## src/rtl/definitions.sv

```systemverilog
// Shared definitions for the program sequencer and its neighbours in the core top level.
// Latency: n/a (types and constants only).
// Backpressure: n/a.
package definitions;

    // Sequencer states: hold core in reset with PC forced, run, report, finish.
    typedef enum logic [2:0] {
        IDLE = 3'd0,
        HOLD = 3'd1,
        RUN  = 3'd2,
        NEXT = 3'd3,
        DONE = 3'd4
    } seq_state_t;

    // Entry addresses of the three benchmark programs in instruction memory.
    localparam logic [7:0] PROG_PRODUCT  = 8'd0;
    localparam logic [7:0] PROG_STRMATCH = 8'd25;
    localparam logic [7:0] PROG_CLOSEST  = 8'd44;

endpackage

```

## src/rtl/prog_sequencer.sv

```systemverilog
// Runs the core through NUM_PROG programs back to back, reporting cycles/timeout per program.
// Latency: start -> core active in 1+HOLD_CYCLES edges; halt -> result_valid in 1 edge.
// Backpressure: none; start ignored while busy, halt ignored outside RUN, results are fire-and-forget pulses.
//
// Ports:
//   clk, reset           : clock and synchronous active-high reset
//   start                : begin a sequence (sampled in IDLE/DONE)
//   halt                 : core's decoded halt (sampled in RUN)
//   core_reset           : reset to the core datapath (low only in RUN)
//   pc_load, pc_target   : force pc to the current program's entry address
//   prog_id              : index of the current program
//   busy, done           : sequence in progress / all programs finished (level)
//   result_valid         : one-cycle pulse per finished program
//   result_id/_cycles/_timeout : held values of the latest finished program
module prog_sequencer
    import definitions::*;
#(
    parameter int          NUM_PROG    = 3,
    parameter logic [7:0]  ENTRY0      = PROG_PRODUCT,
    parameter logic [7:0]  ENTRY1      = PROG_STRMATCH,
    parameter logic [7:0]  ENTRY2      = PROG_CLOSEST,
    parameter logic [7:0]  ENTRY3      = 8'd0,
    parameter int          HOLD_CYCLES = 2,
    parameter logic [15:0] TIMEOUT_CYC = 16'd4000
) (
    input  logic        clk,
    input  logic        reset,
    input  logic        start,
    input  logic        halt,
    output logic        core_reset,
    output logic        pc_load,
    output logic [7:0]  pc_target,
    output logic [1:0]  prog_id,
    output logic        busy,
    output logic        result_valid,
    output logic [1:0]  result_id,
    output logic [15:0] result_cycles,
    output logic        result_timeout,
    output logic        done
);

    localparam logic [1:0]  LAST_ID   = 2'(NUM_PROG - 1);
    localparam logic [15:0] HOLD_LAST = 16'(HOLD_CYCLES - 1);

    seq_state_t  state;
    seq_state_t  state_nxt;
    logic [15:0] hold_cnt;
    logic [15:0] cyc;
    logic [15:0] cyc_inc;
    logic        last_prog;

    assign cyc_inc   = cyc + 16'd1;
    assign last_prog = (prog_id == LAST_ID);

    // State register
    always_ff @(posedge clk) begin
        if (reset) begin
            state <= IDLE;
        end else begin
            state <= state_nxt;
        end
    end

    // Next-state logic
    always_comb begin
        state_nxt = state;
        case (state)
            IDLE: if (start) state_nxt = HOLD;
            HOLD: if (hold_cnt == HOLD_LAST) state_nxt = RUN;
            // Halt and timeout in the same cycle both lead to NEXT; the datapath
            // below gives halt priority for the reported values.
            RUN:  if (halt || (cyc_inc == TIMEOUT_CYC)) state_nxt = NEXT;
            NEXT: state_nxt = last_prog ? DONE : HOLD;
            DONE: if (start) state_nxt = HOLD;
            default: state_nxt = IDLE;
        endcase
    end

    // Program index, counters and result latches
    always_ff @(posedge clk) begin
        if (reset) begin
            prog_id        <= 2'd0;
            hold_cnt       <= 16'd0;
            cyc            <= 16'd0;
            result_id      <= 2'd0;
            result_cycles  <= 16'd0;
            result_timeout <= 1'b0;
        end else begin
            case (state)
                IDLE, DONE: begin
                    if (start) begin
                        prog_id  <= 2'd0;
                        hold_cnt <= 16'd0;
                    end
                end
                HOLD: begin
                    hold_cnt <= hold_cnt + 16'd1;
                    if (hold_cnt == HOLD_LAST) begin
                        cyc <= 16'd0;
                    end
                end
                RUN: begin
                    // The halt cycle itself counts as a consumed cycle.
                    cyc <= cyc_inc;
                    if (halt) begin
                        result_id      <= prog_id;
                        result_cycles  <= cyc_inc;
                        result_timeout <= 1'b0;
                    end else if (cyc_inc == TIMEOUT_CYC) begin
                        result_id      <= prog_id;
                        result_cycles  <= TIMEOUT_CYC;
                        result_timeout <= 1'b1;
                    end
                end
                NEXT: begin
                    if (!last_prog) begin
                        prog_id  <= prog_id + 2'd1;
                        hold_cnt <= 16'd0;
                    end
                end
                default: ;
            endcase
        end
    end

    // Outputs decoded from the registered state only
    always_comb begin
        core_reset   = (state != RUN);
        pc_load      = (state == HOLD);
        busy         = (state == HOLD) || (state == RUN) || (state == NEXT);
        result_valid = (state == NEXT);
        done         = (state == DONE);
        case (prog_id)
            2'd0:    pc_target = ENTRY0;
            2'd1:    pc_target = ENTRY1;
            2'd2:    pc_target = ENTRY2;
            default: pc_target = ENTRY3;
        endcase
    end

endmodule
```

## config.mk

```make
export PLATFORM = sky130hd
export DESIGN_NAME = prog_sequencer
export DESIGN_NICKNAME = d
export VERILOG_FILES = /design/src/rtl/definitions.sv /design/src/rtl/prog_sequencer.sv
export SDC_FILE = /design/constraint.sdc
export NUM_CORES = 1
export LEC_CHECK = 0
export CAP_MARGIN = 20
export CORE_MARGIN = 4
export CORE_UTILIZATION = 55
export CTS_CLUSTER_DIAMETER = 40
export CTS_CLUSTER_SIZE = 10
export DETAILED_ROUTE_END_ITERATION = 16
export DONT_BUFFER_PORTS = 1
export GPL_ROUTABILITY_DRIVEN = 0
export PLACE_DENSITY = 0.77
export SYNTH_ARGS = -nofsm -noshare
export SYNTH_HDL_FRONTEND = slang
export SYNTH_SLANG_ARGS = --single-unit
```

## constraint.sdc

```tcl
create_clock -name clk -period 2.97 [get_ports clk]
set_input_delay 0.1485 -clock clk [delete_from_list [all_inputs] [get_ports clk]]
set_output_delay 0.1485 -clock clk [all_outputs]
set_load 0.005 [all_outputs]
```

==> summary.md, run 1 <==
| Metric | Value |
|---|---|
| Data required, critical path | `3.17 ns` |
| Top_reg_cell synth | `dfxtp_1` |
| Synthesized area | `2870 sq um` |
| Startpoint type of the worst setup path | `register` |
| I/O pin count | `38` |
| All-Layer GR Usage | `20.1%` |
| Clk_skew | `0.0106 ns` |
| Power per cell area | `444 nW/um^2` |
| CTS tree | `built` |
| Worst slew margin | `59.5%` |
| Worst IR drop on VDD | `0.274 mV` |
| DRC viols | `0` |
| Number of setup violations in the final report | `0` |
| Worst R2R End | `result_cycles[3]` |
| Worst skew pair latency | `0.31 ns` |
| Post-synth EDFFs | `0` |
| # diodes | `0` |
| Number of global-route vias before repair | `2160` |
| Reg2Reg Depth | `9` |
| Leakage | `1.03 nW` |
| Share of cells above drive strength 1 | `6.49%` |
| Slew Limit Fails | `0` |
| P&R area growth vs syn | `2.88%` |
| Die height | `80.2 um` |
| Vias per inst | `5.67` |
| CTS Buf Count | `5` |
| Crit end category | `register` |
| Pin count of the biggest net entering global routing | `39` |
| Total Wirelength | `6020 um` |
| Longest Clk Path Bufs | `2` |
| Yosys warns | `0` |
| Sequential cell area | `1120 sq um` |
| Hold Path Sink | `result_id[0]` |
| Final hold vios | `0` |
| Vias | `2320` |
| WL/cell | `14.7 um` |
| Hold WS | `0.00923 ns` |
| Horiz. Die Dim | `80.2 um` |
| Worst-Margin Slew | `0.606 ns` |
| Hold Path Class | `in2reg` |
| Multi-input gate area | `1520 sq um` |
| WHS Path Cells | `2` |
| Worst R2R Start | `cyc[0]` |
| Status | `complete, no violations` |
| # rows | `26` |
| Most common cell after layout, fill and taps aside | `dfxtp_1` |
| Syn Area/Cell | `8.17 sq um` |
| Nets@finish | `348` |
| Hold Startpoint | `reset` |
| Synth Register Bits | `56` |
| Post-DP HPWL | `4260 um` |
| Die area | `6430 sq um` |
| Placeable Area | `5070 sq um` |
| Distinct cells, synth | `48` |
| Clock Tree Root | `clkbuf_8` |
| Fmax | `370 MHz` |
| Max-cap viol count | `0` |
| Starting density of the core | `56.5%` |
| Post-synth ARST share | `0%` |
| Setup slack, reg-to-reg | `0.27 ns` |
| Fin crit period | `2.70 ns` |
| Port bufs | `0` |
| Setup_tns | `0 ns` |
| Most frequent cells in the layout | `dfxtp_1, nor2_1, a21oi_1` |
| Initial antenna violation count | `0` |
| Syn Inst Count | `351` |
| CP Class | `reg2reg` |
| Worst-path clk slew | `0.10 ns` |
| RSZ-0062 raised after global routing | `false` |
| Clock sink count | `56` |
| First-pass GRT wire length | `10300 um` |
| DRT iter0 DRCs | `137` |
| Fin crit share | `91.0%` |
| CP max FO | `15` |
| Filler cell count | `474` |
| Overflow after GRT | `0` |
| Crit path arrival time | `2.90 ns` |
| DRT Pass-1 Iters | `4` |
| Detail Route Antenna Nets | `0` |
| H-Tree Depth | `2` |
| Sequential-to-total area share from yosys stat | `39.1%` |
[flip-flops by register name, summed over array words and instances, names as in the netlist]
name and cells:
cyc 16, hold_cnt 16, prog_id 2, result_cycles 16, result_id 2, result_timeout 1, state 3
[worst max-delay path, cell delays in order, from the launching register on]
cell	delay (ns)
dfxtp_1	0.49
ha_2	0.32
nand2_1	0.15
nor4_2	0.31
xor2_1	0.14
or4_4	0.45
nor3_4	0.21
or2_1	0.18
buf_4	0.22
o32ai_1	0.10
[area by class of cell]
cell class | count | share of cell area, %
clock inverter | 2 | 0.552
clock buffer | 6 | 2.46
tap | 70 | 2.97
timing repair buffer | 6 | 2.04
sequential | 56 | 38.0
multi-input combinational | 249 | 51.4
inverter | 20 | 2.55
[report_power, final]
| part | internal, mW | switching (mW) | total [mW] |
|---|---|---|---|
| registers | 0.762 | 0.0147 | 0.777 |
| clock network | 0.168 | 0.245 | 0.413 |
| logic | 0.0416 | 0.0772 | 0.119 |
[metrics by stage]
step | std cells | utilization, % | setup WS, ns | cell area [sq um] | power, mW
6_report | 409 | 58.1 | 0.269 | 2950 | 1.31
2_1_floorplan | 353 | - | 0.515 | 2870 | 0.889
3_5_place_dp | 399 | 55.7 | 0.219 | 2830 | 0.902
4_1_cts | 409 | 58.1 | 0.196 | 2950 | 1.33
3_3_place_gp | 399 | 55.7 | 0.291 | 2830 | 0.899
5_1_grt | 409 | 58.1 | 0.00202 | 2950 | 1.37
[cell usage after synthesis, types with 4 or more instances]
master / instances / share of area [%]
dfxtp_1: 56 / 39
nor2_1: 46 / 6.0
a21oi_1: 30 / 5.2
inv_1: 20 / 2.6
nand2_1: 20 / 2.6
nor3_1: 15 / 2.6
xor2_1: 15 / 4.6
clkbuf_1: 13 / 1.7
o21ai_0: 12 / 2.1
nand4_1: 11 / 2.4
xnor2_1: 11 / 3.4
nand2b_1: 9 / 2.0
o32ai_1: 9 / 2.8
nand3_1: 8 / 1.4
buf_4: 7 / 1.8
ha_1: 6 / 2.6
o21a_1: 6 / 1.6
buf_2: 5 / 0.87
or3_1: 4 / 0.87
[routing by layer]
metal	vias up	routed length (um)	global-route usage, %
li1	1185	-	-
met1	1089	2770	27.0
met2	41	2880	32.0
met3	5	299	4.37
met4	0	74	6.25
met5	-	0	0
[cells by family (layout without fill, tap and decap cells)]
logic type | Yosys count | count (layout) | synth area share (%)
flip-flops | 56 | 56 | 39.1
adder cells (fa/ha/maj) | 6 | 6 | 2.62
AO/OA/AOI/OAI | 72 | 72 | 15.5
XOR/XNOR | 26 | 26 | 7.94
buffers and inverters | 48 | 34 | 8.34
other | 1 | 3 | 0.131
AND/OR/NAND/NOR | 142 | 142 | 26.4
[worst max-delay path by stage]
stage,start,end,slack [ns],depth (start not counted)
6_report,cyc[0],result_cycles[3],0.27,9
3_5_place_dp,cyc[0],result_cycles[3],0.22,9
2_1_floorplan,cyc[0],result_cycles[0],0.51,11
4_1_cts,cyc[0],result_cycles[3],0.20,9
5_1_grt,cyc[0],result_cycles[1],0.002,9
3_3_place_gp,cyc[0],result_cycles[15],0.29,9
[repair_timing]
item | CTS | global route
setup endpoints to repair | 0 | 15
setup buffers | 0 | 0
gates resized for setup | 0 | 1
hold endpoints to repair | 38 | 0
hold buffers | 2 | 0
(Power assumes the default switching activity.)
==> inputs of run 2 (changes only) <==
--- a/config.mk
+++ b/config.mk
@@ -13,7 +13,7 @@
 export DETAILED_ROUTE_END_ITERATION = 16
 export DONT_BUFFER_PORTS = 1
 export GPL_ROUTABILITY_DRIVEN = 0
-export PLACE_DENSITY = 0.77
+export PLACE_DENSITY = 0.7
 export SYNTH_ARGS = -nofsm -noshare
 export SYNTH_HDL_FRONTEND = slang
 export SYNTH_SLANG_ARGS = --single-unit
==> run 2 against run 1 <==
  * Sequential power hardly changed
  * Sequential share of layout area decreased by 0.19 points
  * Combinational power about the same
  * Core utilization increased by 0.30 points
  * Setup slack better by 0.055 ns
  * Clock skew is 0.0017 ns higher
  * Design area grew 0.51%
  * Cell count shrank 0.24%
==> summary.md, run 2 (synthesis gave the netlist of run 1 again) <==
| Metric | Value |
|---|---|
| Status | `complete, no violations` |
| Final hold vios | `0` |
| # diodes | `0` |
| Die height | `80.2 um` |
| Data required, critical path | `3.16 ns` |
| All-Layer GR Usage | `19.4%` |
| Worst skew pair latency | `0.31 ns` |
| Worst slew margin | `56.6%` |
| Die area | `6430 sq um` |
| Clock sink count | `56` |
| Clk_skew | `0.0122 ns` |
| Fin crit share | `89.1%` |
| Crit path arrival time | `2.84 ns` |
| Startpoint type of the worst setup path | `register` |
| Number of setup violations in the final report | `0` |
| Vias | `2295` |
| H-Tree Depth | `2` |
| DRC viols | `0` |
| RSZ-0062 raised after global routing | `false` |
| Post-DP HPWL | `4190 um` |
| Vias per inst | `5.63` |
| Hold Path Sink | `result_id[0]` |
| Hold Path Class | `in2reg` |
| Worst R2R Start | `cyc[0]` |
| Pwr Total | `1.40 mW` |
| Clock Tree Root | `clkbuf_8` |
| P&R area growth vs syn | `3.40%` |
| Longest Clk Path Bufs | `2` |
| Max-cap viol count | `0` |
| Layout Utilization | `58.4%` |
| Most common cell after layout, fill and taps aside | `dfxtp_1` |
| Number of global-route vias before repair | `2086` |
| DRT iter0 DRCs | `142` |
| Port bufs | `0` |
| Hold Startpoint | `reset` |
| # rows | `26` |
| CP max FO | `17` |
| CP Class | `reg2reg` |
| Worst R2R End | `result_cycles[0]` |
| Leakage | `1.04 nW` |
| Detail Route Antenna Nets | `0` |
| Fmax | `378 MHz` |
| Crit end category | `register` |
| Worst-Margin Slew | `0.650 ns` |
| Power per cell area | `472 nW/um^2` |
| Pin count of the biggest net entering global routing | `39` |
| First-pass GRT wire length | `9850 um` |
| Initial antenna violation count | `0` |
| Starting density of the core | `56.5%` |
| Most frequent cells in the layout | `dfxtp_1, nor2_1, a21oi_1` |
| CTS Buf Count | `5` |
| Worst-path clk slew | `0.10 ns` |
| DRT Pass-1 Iters | `5` |
| Total Wirelength | `6040 um` |
| Horiz. Die Dim | `80.2 um` |
| Slew Limit Fails | `0` |
| Reg2Reg Depth | `9` |
| Setup slack, reg-to-reg | `0.32 ns` |
| WL/cell | `14.8 um` |
| I/O pin count | `38` |
| Largest regs | `cyc: 16 flops, hold_cnt: 16 flops, result_cycles: 16 flops` |
| Share of cells above drive strength 1 | `6.51%` |
| CTS tree | `built` |
| Placeable Area | `5070 sq um` |
| Fin crit period | `2.65 ns` |
| Overflow after GRT | `0` |
| WHS Path Cells | `3` |
| Nets@finish | `347` |
| Worst IR drop on VDD | `0.233 mV` |
| Post CTS Setup Buffer Count | `0` |
| Setup_tns | `0 ns` |
run 2: cell type report:
type	instances	area [sq um]
fill	468	2110
multi-input combinational	249	1520
sequential	56	1120
tap	70	87.6
inverter	20	75.1
clock buffer	5	68.8
timing repair buffer	5	52.6
clock inverter	3	42.5
run 2: worst max-delay path: stages (launching register included):
cell and delay, ns:
dfxtp_1 0.50, ha_2 0.33, nand2_1 0.16, nor4_2 0.32
xor2_1 0.14, or4_4 0.45, nor3_4 0.19, or2_1 0.13
buf_4 0.21, o32ai_1 0.11
run 2: metrics by stage:
stage	worst slack, ns	hold slack [ns]	cell area, sq um	instances
2_1_floorplan	0.515	0.336	2870	353
3_3_place_gp	0.350	0.225	2820	398
3_5_place_dp	0.247	0.228	2820	398
4_1_cts	0.227	0.00511	2960	408
5_1_grt	0.0772	0.00846	2960	408
6_report	0.324	0.00555	2960	408
run 2: repair_timing:
action / in CTS / in global routing
setup endpoints to repair: 0 / 1
hold buffers: 2 / 0
resized for setup: 0 / 1
hold endpoints to repair: 38 / 0
run 2: power breakdown:
part | switching (mW) | internal [mW] | leakage [nW]
Clock | 0.250 | 0.250 | 0.0541
Combinational | 0.0789 | 0.0417 | 0.531
Sequential | 0.0151 | 0.762 | 0.452
Total | 0.344 | 1.05 | 1.04
run 2: routing by layer:
| layer | vias up | wire length (um) | track usage (%) |
|---|---|---|---|
| li1 | 1174 | - | - |
| met1 | 1057 | 2700 | 25.4 |
| met2 | 57 | 2940 | 32.0 |
| met3 | 7 | 338 | 4.60 |
| met4 | 0 | 65 | 5.07 |
| met5 | - | 0 | 0 |
run 2: worst max-delay path by stage:
stage               startpoint          endpoint  cells past startpoint
finish                  cyc[0]  result_cycles[0]                      9
global route            cyc[0]  result_cycles[0]                      9
CTS                     cyc[0]  result_cycles[0]                      9
detailed placement      cyc[0]  result_cycles[0]                      9
global placement        cyc[0]  result_cycles[0]                      9
floorplan               cyc[0]  result_cycles[0]                     11
